`src/rtl/bram_burst_pkg.sv`:
```
// Shared constants and types for the BRAM burst read engine.
// Defining BRAM_OUT_REG_EN selects the 2-cycle read latency of a BRAM built with its output register.
package bram_burst_pkg;

    localparam int DATA_W = 512;
    localparam int ADDR_W = 12;

`ifdef BRAM_OUT_REG_EN
    localparam int RD_LAT = 2;
`else
    localparam int RD_LAT = 1;
`endif

    // Every in-flight read, the word being drained and the word landing must all have a slot.
    localparam int MIN_FIFO_DEPTH = RD_LAT + 2;

    typedef enum logic [0:0] {
        IDLE = 1'b0,
        RUN  = 1'b1
    } state_e;

endpackage

```
`src/rtl/bram_burst_reader_if.sv`:
```
// Valid/ready word stream with last marker, from the burst reader to the downstream packer.
interface bram_burst_reader_if #(
    parameter int DATA_W = bram_burst_pkg::DATA_W
);
    logic              valid;
    logic              ready;
    logic              last;
    logic [DATA_W-1:0] data;

    modport master (output valid, last, data, input ready);
    modport slave  (input valid, last, data, output ready);
endinterface

```
`src/rtl/burst_fifo.sv`:
```
// Synchronous FIFO absorbing BRAM read latency; the occupancy count feeds the issue credit check.
module burst_fifo #(
    parameter int DEPTH = 4,
    parameter int WIDTH = 512,
    parameter int CNT_W = $clog2(DEPTH + 1)
) (
    input  logic             clk,
    input  logic             rst_n,
    input  logic             wr_en,
    input  logic [WIDTH-1:0] wr_data,
    input  logic             rd_en,
    output logic [WIDTH-1:0] rd_data,
    output logic             empty,
    output logic [CNT_W-1:0] count
);
    localparam int PTR_W = (DEPTH > 1) ? $clog2(DEPTH) : 1;

    logic [WIDTH-1:0] mem [DEPTH];
    logic [PTR_W-1:0] wr_ptr;
    logic [PTR_W-1:0] rd_ptr;
    logic             full;
    logic             do_wr;
    logic             do_rd;

    // Depth need not be a power of two, so pointers wrap explicitly.
    function automatic logic [PTR_W-1:0] ptr_inc(input logic [PTR_W-1:0] p);
        return (p == PTR_W'(DEPTH - 1)) ? '0 : p + PTR_W'(1);
    endfunction

    assign empty   = (count == '0);
    assign full    = (count == CNT_W'(DEPTH));
    assign do_wr   = wr_en && !full;
    assign do_rd   = rd_en && !empty;
    assign rd_data = mem[rd_ptr];

    always_ff @(posedge clk) begin
        if (do_wr) mem[wr_ptr] <= wr_data;
    end

    always_ff @(posedge clk or negedge rst_n) begin
        if (!rst_n) begin
            wr_ptr <= '0;
            rd_ptr <= '0;
            count  <= '0;
        end else begin
            if (do_wr) wr_ptr <= ptr_inc(wr_ptr);
            if (do_rd) rd_ptr <= ptr_inc(rd_ptr);
            case ({do_wr, do_rd})
                2'b10:   count <= count + CNT_W'(1);
                2'b01:   count <= count - CNT_W'(1);
                default: ;
            endcase
        end
    end

endmodule

```
`src/rtl/bram_burst_reader.sv`:
```
// Burst read engine: issues credit-limited BRAM reads and streams the words out with a last marker.
// Read latency follows BRAM_OUT_REG_EN (see bram_burst_pkg).
module bram_burst_reader #(
    parameter int DATA_W     = bram_burst_pkg::DATA_W,
    parameter int ADDR_W     = bram_burst_pkg::ADDR_W,
    parameter int FIFO_DEPTH = 4
) (
    input  logic                clk,
    input  logic                rst_n,
    input  logic                cmd_valid,
    output logic                cmd_ready,
    input  logic [ADDR_W-1:0]   cmd_addr,
    input  logic [ADDR_W-1:0]   cmd_len,
    output logic                bram_en,
    output logic                bram_we,
    output logic [ADDR_W-1:0]   bram_addr,
    input  logic [DATA_W-1:0]   bram_dout,
    bram_burst_reader_if.master m,
    output logic                busy,
    output logic                done
);
    import bram_burst_pkg::*;

    localparam int CNT_W = $clog2(FIFO_DEPTH + 1);

    if (FIFO_DEPTH < MIN_FIFO_DEPTH) begin : g_depth_chk
        $error("bram_burst_reader: FIFO_DEPTH too small for the configured read latency");
    end

    state_e              state;
    logic                ready_q;
    logic [ADDR_W-1:0]   addr_q;
    logic [ADDR_W-1:0]   addr_hold;
    logic [ADDR_W:0]     iss_cnt;
    logic [ADDR_W:0]     rcv_cnt;
    logic [RD_LAT-1:0]   vld_pipe;
    logic [CNT_W-1:0]    fifo_cnt;
    logic [CNT_W:0]      credits_used;
    logic [DATA_W-1:0]   fifo_head;
    logic                fifo_empty;
    logic                fifo_wr;
    logic                issue;
    logic                pop;

    always_comb begin
        credits_used = (CNT_W + 1)'(fifo_cnt);
        for (int i = 0; i < RD_LAT; i++) begin
            credits_used = credits_used + (CNT_W + 1)'(vld_pipe[i]);
        end
    end

    assign issue     = (state == RUN) && (iss_cnt != '0) &&
                       (credits_used < (CNT_W + 1)'(FIFO_DEPTH));
    assign bram_en   = issue;
    assign bram_we   = 1'b0;
    assign bram_addr = issue ? addr_q : addr_hold;

    // The oldest pipeline stage marks bram_dout as valid this cycle.
    assign fifo_wr = vld_pipe[RD_LAT-1];

    assign m.valid   = !fifo_empty;
    assign m.data    = m.valid ? fifo_head : '0;
    assign m.last    = m.valid && (rcv_cnt == (ADDR_W + 1)'(1));
    assign pop       = m.valid && m.ready;
    assign done      = pop && m.last;
    assign busy      = (state == RUN);
    assign cmd_ready = (state == IDLE) && ready_q;

    always_ff @(posedge clk or negedge rst_n) begin
        if (!rst_n) begin
            vld_pipe <= '0;
        end else begin
            vld_pipe[0] <= issue;
            for (int i = 1; i < RD_LAT; i++) vld_pipe[i] <= vld_pipe[i-1];
        end
    end

    always_ff @(posedge clk or negedge rst_n) begin
        if (!rst_n) begin
            state     <= IDLE;
            ready_q   <= 1'b0;
            addr_q    <= '0;
            addr_hold <= '0;
            iss_cnt   <= '0;
            rcv_cnt   <= '0;
        end else begin
            ready_q <= 1'b1;
            case (state)
                IDLE: begin
                    if (cmd_valid && cmd_ready) begin
                        state   <= RUN;
                        addr_q  <= cmd_addr;
                        iss_cnt <= {1'b0, cmd_len} + (ADDR_W + 1)'(1);
                        rcv_cnt <= {1'b0, cmd_len} + (ADDR_W + 1)'(1);
                    end
                end
                RUN: begin
                    if (issue) begin
                        addr_hold <= addr_q;
                        addr_q    <= addr_q + ADDR_W'(1);
                        iss_cnt   <= iss_cnt - (ADDR_W + 1)'(1);
                    end
                    if (pop) rcv_cnt <= rcv_cnt - (ADDR_W + 1)'(1);
                    // The receive count, not the issue count, decides when the burst is over.
                    if (done) state <= IDLE;
                end
                default: state <= IDLE;
            endcase
        end
    end

    burst_fifo #(
        .DEPTH (FIFO_DEPTH),
        .WIDTH (DATA_W),
        .CNT_W (CNT_W)
    ) u_fifo (
        .clk     (clk),
        .rst_n   (rst_n),
        .wr_en   (fifo_wr),
        .wr_data (bram_dout),
        .rd_en   (pop),
        .rd_data (fifo_head),
        .empty   (fifo_empty),
        .count   (fifo_cnt)
    );

endmodule

```
`src/flat_wrapper.sv`:
```
// flat-port wrapper written by rule: the top's interface ports become plain ports
module bram_burst_reader_flat import bram_burst_pkg::*;
#(
    parameter int DATA_W     = bram_burst_pkg::DATA_W,
    parameter int ADDR_W     = bram_burst_pkg::ADDR_W,
    parameter int FIFO_DEPTH = 4
)
  (clk, rst_n, cmd_valid, cmd_ready, cmd_addr, cmd_len, bram_en, bram_we, bram_addr, bram_dout, busy, done, m_valid, m_last, m_data, m_ready);
  bram_burst_reader_if #(.DATA_W(DATA_W)) m_i ();
  input  logic clk;
  input  logic rst_n;
  input  logic cmd_valid;
  output logic cmd_ready;
  input  logic [ADDR_W-1:0] cmd_addr;
  input  logic [ADDR_W-1:0] cmd_len;
  output logic bram_en;
  output logic bram_we;
  output logic [ADDR_W-1:0] bram_addr;
  input  logic [DATA_W-1:0] bram_dout;
  output logic busy;
  output logic done;
  output wire logic [$bits(m_i.valid)-1:0] m_valid;
  output wire logic [$bits(m_i.last)-1:0] m_last;
  output wire logic [$bits(m_i.data)-1:0] m_data;
  input wire logic [$bits(m_i.ready)-1:0] m_ready;
  assign m_valid = m_i.valid;
  assign m_last = m_i.last;
  assign m_data = m_i.data;
  assign m_i.ready = m_ready;
  bram_burst_reader #(.DATA_W(DATA_W), .ADDR_W(ADDR_W), .FIFO_DEPTH(FIFO_DEPTH)) u_core (.clk(clk), .rst_n(rst_n), .cmd_valid(cmd_valid), .cmd_ready(cmd_ready), .cmd_addr(cmd_addr), .cmd_len(cmd_len), .bram_en(bram_en), .bram_we(bram_we), .bram_addr(bram_addr), .bram_dout(bram_dout), .m(m_i), .busy(busy), .done(done));
endmodule
```
`config.mk`:
```
export PLATFORM = sky130hd
export DESIGN_NAME = bram_burst_reader_flat
export DESIGN_NICKNAME = d
export VERILOG_FILES = /design/src/rtl/bram_burst_pkg.sv /design/src/rtl/bram_burst_reader_if.sv /design/src/rtl/burst_fifo.sv /design/src/rtl/bram_burst_reader.sv /design/src/flat_wrapper.sv
export SDC_FILE = /design/constraint.sdc
export NUM_CORES = 2
export LEC_CHECK = 0
export ABC_AREA = 1
export BUFFER_PORTS_ARGS = -buffer_cell sky130_fd_sc_hd__buf_4
export CAP_MARGIN = 20
export CORE_MARGIN = 2
export CORE_UTILIZATION = 40
export DETAILED_ROUTE_END_ITERATION = 12
export SETUP_SLACK_MARGIN = 0.1
export SLEW_MARGIN = 5
export SYNTH_ARGS = -nofsm -noshare
export SYNTH_HDL_FRONTEND = slang
export SYNTH_SLANG_ARGS = --single-unit
```
`constraint.sdc`:
```
create_clock -name clk -period 25.9 [get_ports clk]
set_clock_uncertainty 0.05 [all_clocks]
set_input_delay 5.18 -clock clk [delete_from_list [all_inputs] [get_ports clk]]
set_output_delay 5.18 -clock clk [all_outputs]
set_load 0.01 [all_outputs]
```
# --- After elaboration in Yosys (flattened, before gate mapping) ---
# Memories as Yosys holds them, arrays and structs flattened.
# Index checks and enable logic that the tools add are counted.
totals:
  reg_bits: 60
  ramBits: 2048
  in_bits: 540
  output_inout_bits: 531
  elab_cells: 65
  memories: 1
classes:
  n_addsub: 9
  n_lt_le_gt_ge: 1
  n_eq_ne: 9
  mux: 18
  bitwise_logic: 1
  n_reduce_logical: 16
mem_list:
  columns: ["name", "words", "width", "rd", "rd_ports_with_merged_regs", "wr", "line_no", "rtl"]
  rows:
  - ["u_core.u_fifo.mem", 4, 512, 1, 0, 1, "burst_fifo.sv:18", "logic [WIDTH-1:0] mem [DEPTH];"]
op_table:
  columns: ["operator", "count"]
  rows:
  - ["$mux W512", 1]
  - ["$pmux W13 S2", 2]
  - ["$mux W13", 3]
  - ["$mux W12", 3]
  - ["$sub A13 B1 Y13 const B", 2]
  - ["$pmux W12 S2", 1]
  - ["$add A12 B1 Y13 const B", 1]
  - ["$eq A13 B1 Y1 const B", 1]
  - ["$reduce_bool A13 Y1", 1]
  - ["$add A12 B1 Y12 const B", 1]
  - ["$logic_and A1 B1 Y1", 9]
  - ["$eq A2 B2 Y1 const B", 3]
  - ["$ne A2 B2 Y1 const B", 3]
  - ["$pmux W3 S2", 1]
  - ["$add A2 B1 Y2 const B", 2]
  - ["$add A3 B1 Y4", 1]
  - ["$lt A4 B3 Y1 const B", 1]
  - ["$mux W1", 4]
  - ["$mux W2", 2]
  - ["$reduce_and A2 Y1", 2]
  - ["$add A3 B1 Y3 const B", 1]
  - ["$eq A3 B3 Y1 const B", 1]
  - ["$logic_not A3 Y1", 1]
  - ["$sub A3 B1 Y3 const B", 1]
  - ["5 further kinds", 6]

# --- Longest topological paths before layout ---
depth:
  depth_word: 6
  depth_mapped: 11
  depth_no_buf: 10

# --- By module ---
# Synthesis repeated with hierarchy kept, for this count alone.
unflattened:
  cells_unflattened: 7647
  area_unflattened_um2: 89362.0
by_module_without_submodules:
  columns: ["mod", "instances", "cells_per_inst", "area_each_um2", "seq_area_each_um2"]
  rows:
  - ["burst_fifo", 1, 6033, 81664.6, 61674.2]
  - ["bram_burst_reader", 1, 1614, 7697.4, 1326.3]

# --- Worst setup path after synthesis ---
# OpenSTA, ideal clock, no wires.
synth_timing:
  path_kind: "reg2reg"
  startpoint: "reg u_core.u_fifo.count[0]"
  endpoint: "mem u_core.u_fifo.mem[0][0], enable pin"
  setup_ps: 1401
  arrival_time_ps: 22064
  required_time_ps: 24449
  slack_ps: 2386
  stages_incl_launch_ff: 5
  n_path_buf: 0
  synth_period_minus_slack_ps: 23514
  cell_sequence: "dfrtp_1 > inv_1 > a31oi_1 > inv_1 > nor2_1"
synth_via:
  elab_chain_cells: 5
synth_rtl:
  columns: ["element", "line_no", "rtl"]
  rows:
  - ["start, declared", "burst_fifo.sv:14", "output logic [CNT_W-1:0] count"]
  - ["start signal, assigned", "burst_fifo.sv:49", "2'b10: count <= count + CNT_W'(1);"]
  - ["start signal, assigned", "burst_fifo.sv:50", "2'b01: count <= count - CNT_W'(1);"]
  - ["$eq A3 B3 Y1", "burst_fifo.sv:31", "assign full = (count == CNT_W'(DEPTH));"]
  - ["$logic_not A1 Y1", "burst_fifo.sv:32", "assign do_wr = wr_en && !full;"]
  - ["$logic_and A1 B1 Y1", "burst_fifo.sv:32", null]
  - ["$mux W1", "burst_fifo.sv:37", "if (do_wr) mem[wr_ptr] <= wr_data;"]
  - ["$mux W1 (not written as such)", "burst_fifo.sv:37", null]
  - ["end, declared", "burst_fifo.sv:18", null]
# No other way between the ends.

# --- Final worst setup path ---
layout_timing:
  startpoint: "in m_ready"
  endpoint: "out done"
layout_via:
  elab_chain_cells: 2
layout_rtl:
  columns: ["element", "line_no", "rtl"]
  rows:
  - ["start, declared", "flat_wrapper.sv:25", "input wire logic [$bits(m_i.ready)-1:0] m_ready;"]
  - ["$logic_and A1 B1 Y1", "bram_burst_reader.sv:64", "assign pop = m.valid && m.ready;"]
  - ["$logic_and A1 B1 Y1", "bram_burst_reader.sv:65", "assign done = pop && m.last;"]
  - ["end, declared", "flat_wrapper.sv:21", "output logic done;"]
# No other way between the ends.

==> reports/results.ini <==
[min_path]
hold_path_depth = 2
worstHoldPathType = register to register
min-delay-start = u_core.addr_hold[9]

[grt]
grt_pass1_wl_um = 343000
grt_start_max_net_pins = 216
grt_overflow_total = 0
met3_usage_pct = 6.21
busiest_layer = met2
grtUsageMet2_pct = 34.8
grt_usage_pct = 21.7
antenna_found_initial = 54
grt_pass1_vias = 51200
grt_use_met1_pct = 27.2

[cts]
cts_sinks = 2108
cts_tree = built
cts_setup_buffers = 0
insertion_delay_ns = 0.85
cts_resized = 0
numCtsBuffers = 216
cts-root-buf = clkbuf_16
cts_hold_buffers = 0
clk_path_buf_depth = 3
htree_levels = 4
path_clk_slew_ns = 0.06

[sta]
tightest_slew_ns = 1.13
drv_slew = 0
setup_slack_ns = 15.07
setup_viol_count_final = 0
slew_headroom_pct = 24.7
fin_setup_tns_ns = 0
hold_viol_final = 0
min_period_ns = 10.83
fmax_ghz = 0.0924
fin_crit_sh_pct = 41.8
hold_slack_ns = 0.423
rsz0062_at_grt = false

[power]
switching_share_pct = 38.2
p_sw_mw = 4.91
pwr-share-comb_pct = 40.3
power.density_nw_per_um2 = 129
power_mw = 12.8
p_int_mw = 7.93
power_frac_seq_pct = 36.4
ir_worst_vdd_mv = 0.0775
pwr-share-clk_pct = 23.2
power_leakage_nw = 35.3

[critical_path]
path_class = input port to output pin
worstPathMaxFanout = 2
reg2reg_depth = 8
cp-startpoint = m_ready
startpoint_type = input port
worst_ep_required_time_ns = 20.67
endpoint_kind = output pin
r2r-start = u_core.u_fifo.count[0]
crit_arrival_ns = 5.60

[drt]
first_iter_violations = 4923
detail_route.vias_per_cell = 5.16
drc = 0
vias = 54100
routed_wl_um = 237000
drt-pass1-iter-count = 6
ant_nets = 0
wire_per_inst_um = 22.7

[place]
gp_congestion = 0.847
dp_hpwl_um = 143000
pre_cts_slack_ns = 15.09
placed_cell_area_um2 = 92900
place_inst = 10000
portBuffers = 1069

[synth]
synth_top_cell_by_area = edfxtp_1
ys.flop_type = edfxtp_1
ys_top_cells_by_area = edfxtp_1 74%, nor2_1 9.5%, o21ai_0 4.8%
yosysSeqAreaShare_pct = 76.2
syn_area_um2 = 82700
synth.top_cell.area_share_pct = 74.4
async_reset_ff_share_pct = 2.85
synth_seq_cells = 2108
synthDistinctLibCells = 33
syn_avg_cell_area_um2 = 12.5
netlist_top_cells_count = 2100 x nor2_1, 2048 x edfxtp_1, 794 x o21ai_0, 524 x a21oi_1, 301 x o21ai_1
yosysWarnings = 0
syn_nets = 7167
yosysMostFrequentCell = nor2_1
synth-edff-count = 2048
syn_inst = 6614

[cells_and_area]
drive_gt1_share_pct = 18.9
area_delta_synth_final_pct = 20.7
layoutNonFillerInstCount = 10500
utilization_pct = 48.7
fin_area_um2 = 99800
fillCellCount = 17900
nNetsFinal = 8120

[floorplan]
die-area_um2 = 210000
core_um2 = 205000
io_pins = 1071
fp.dieW_um = 459
fp.dieH_um = 459
start_util_pct = 40.3
rows = 166

[status]
status = completed

[flow_run]
cap_violations = 0

logic make-up after synthesis:
family	after synthesis	share of synthesized area, %
AOI/OAI and AO/OA	1625	9.85
xor gates and xnor gates	5	0.0530
adders and majority gates	13	0.206
buffers and inverters	485	2.67
DFF	2108	76.2
other	2	0.00909
and+or+nand+nor	2376	11.0
power by group through the flow:
| stage | registers [mW] | clock network (mW) | logic (mW) |
|---|---|---|---|
| after global placement | 4.73 | 0 | 5.20 |
| after global routing | 4.73 | 3.17 | 5.63 |
| final | 4.68 | 2.98 | 5.18 |
| after floorplan | 5.32 | 0 | 2.76 |
| after detailed placement | 4.75 | 0 | 5.22 |
| after CTS | 4.68 | 3.04 | 5.25 |
registers in the layout, summed over array words and instances (netlist names):
name and count:
u_core.busy 1, u_core.addr_hold 12, u_core.rcv_cnt 13, u_core.u_fifo.count 3, u_core.u_fifo.wr_ptr 2, u_core.ready_q 1, u_core.u_fifo.mem 2048, u_core.addr_q 12
u_core.iss_cnt 13, u_core.u_fifo.rd_ptr 2, u_core.fifo_wr 1
worst paths after layout:
check	end	slack (ns)
max	done	15.07
min	u_core.addr_hold[9]	0.42
max reg2reg	u_core.u_fifo.mem[0][437]	20.63
min reg2reg	u_core.addr_hold[9]	0.42
max in group asynchronous	u_core.u_fifo.rd_ptr[1]	20.74
min in group asynchronous	u_core.rcv_cnt[1]	4.41
layout by cell type, fill, tap and decap left out, types with 13 or more instances in the layout:
master,count
o21ai_0,794
dfrtp_1,58
clkbuf_1,62
nand3_1,56
o21ai_1,301
nand4_1,13
clkbuf_16,218
diode_2,39
a21oi_1,524
clkinv_2,30
nor2_1,2096
buf_4,1136
nand2_1,189
edfxtp_1,2048
clkinv_1,42
inv_1,68
critical path, stage by stage:
cell    delay, ns
buf_4        0.09
inv_1        0.05
nor2_1       0.13
buf_4        0.14
layer usage:
metal | vias up | wire length (µm)
li1 | 25400 | -
met1 | 26500 | 93900
met2 | 1729 | 115000
met3 | 378 | 19200
met4 | 26 | 9270
met5 | - | 187
layout make-up:
cell class	count	area (µm²)	share of cell area [%]
Inverter	72	302	0.302
Tap cell	2688	3360	3.37
Antenna cell	39	97.6	0.0978
Timing Repair Buffer	1148	8780	8.80
Clock inverter	109	991	0.993
Clock buffer	285	5760	5.77
Multi-Input combinational cell	4021	17500	17.5
Sequential cell	2108	63000	63.2
Note: power is estimated with default switching activity, not from simulation.
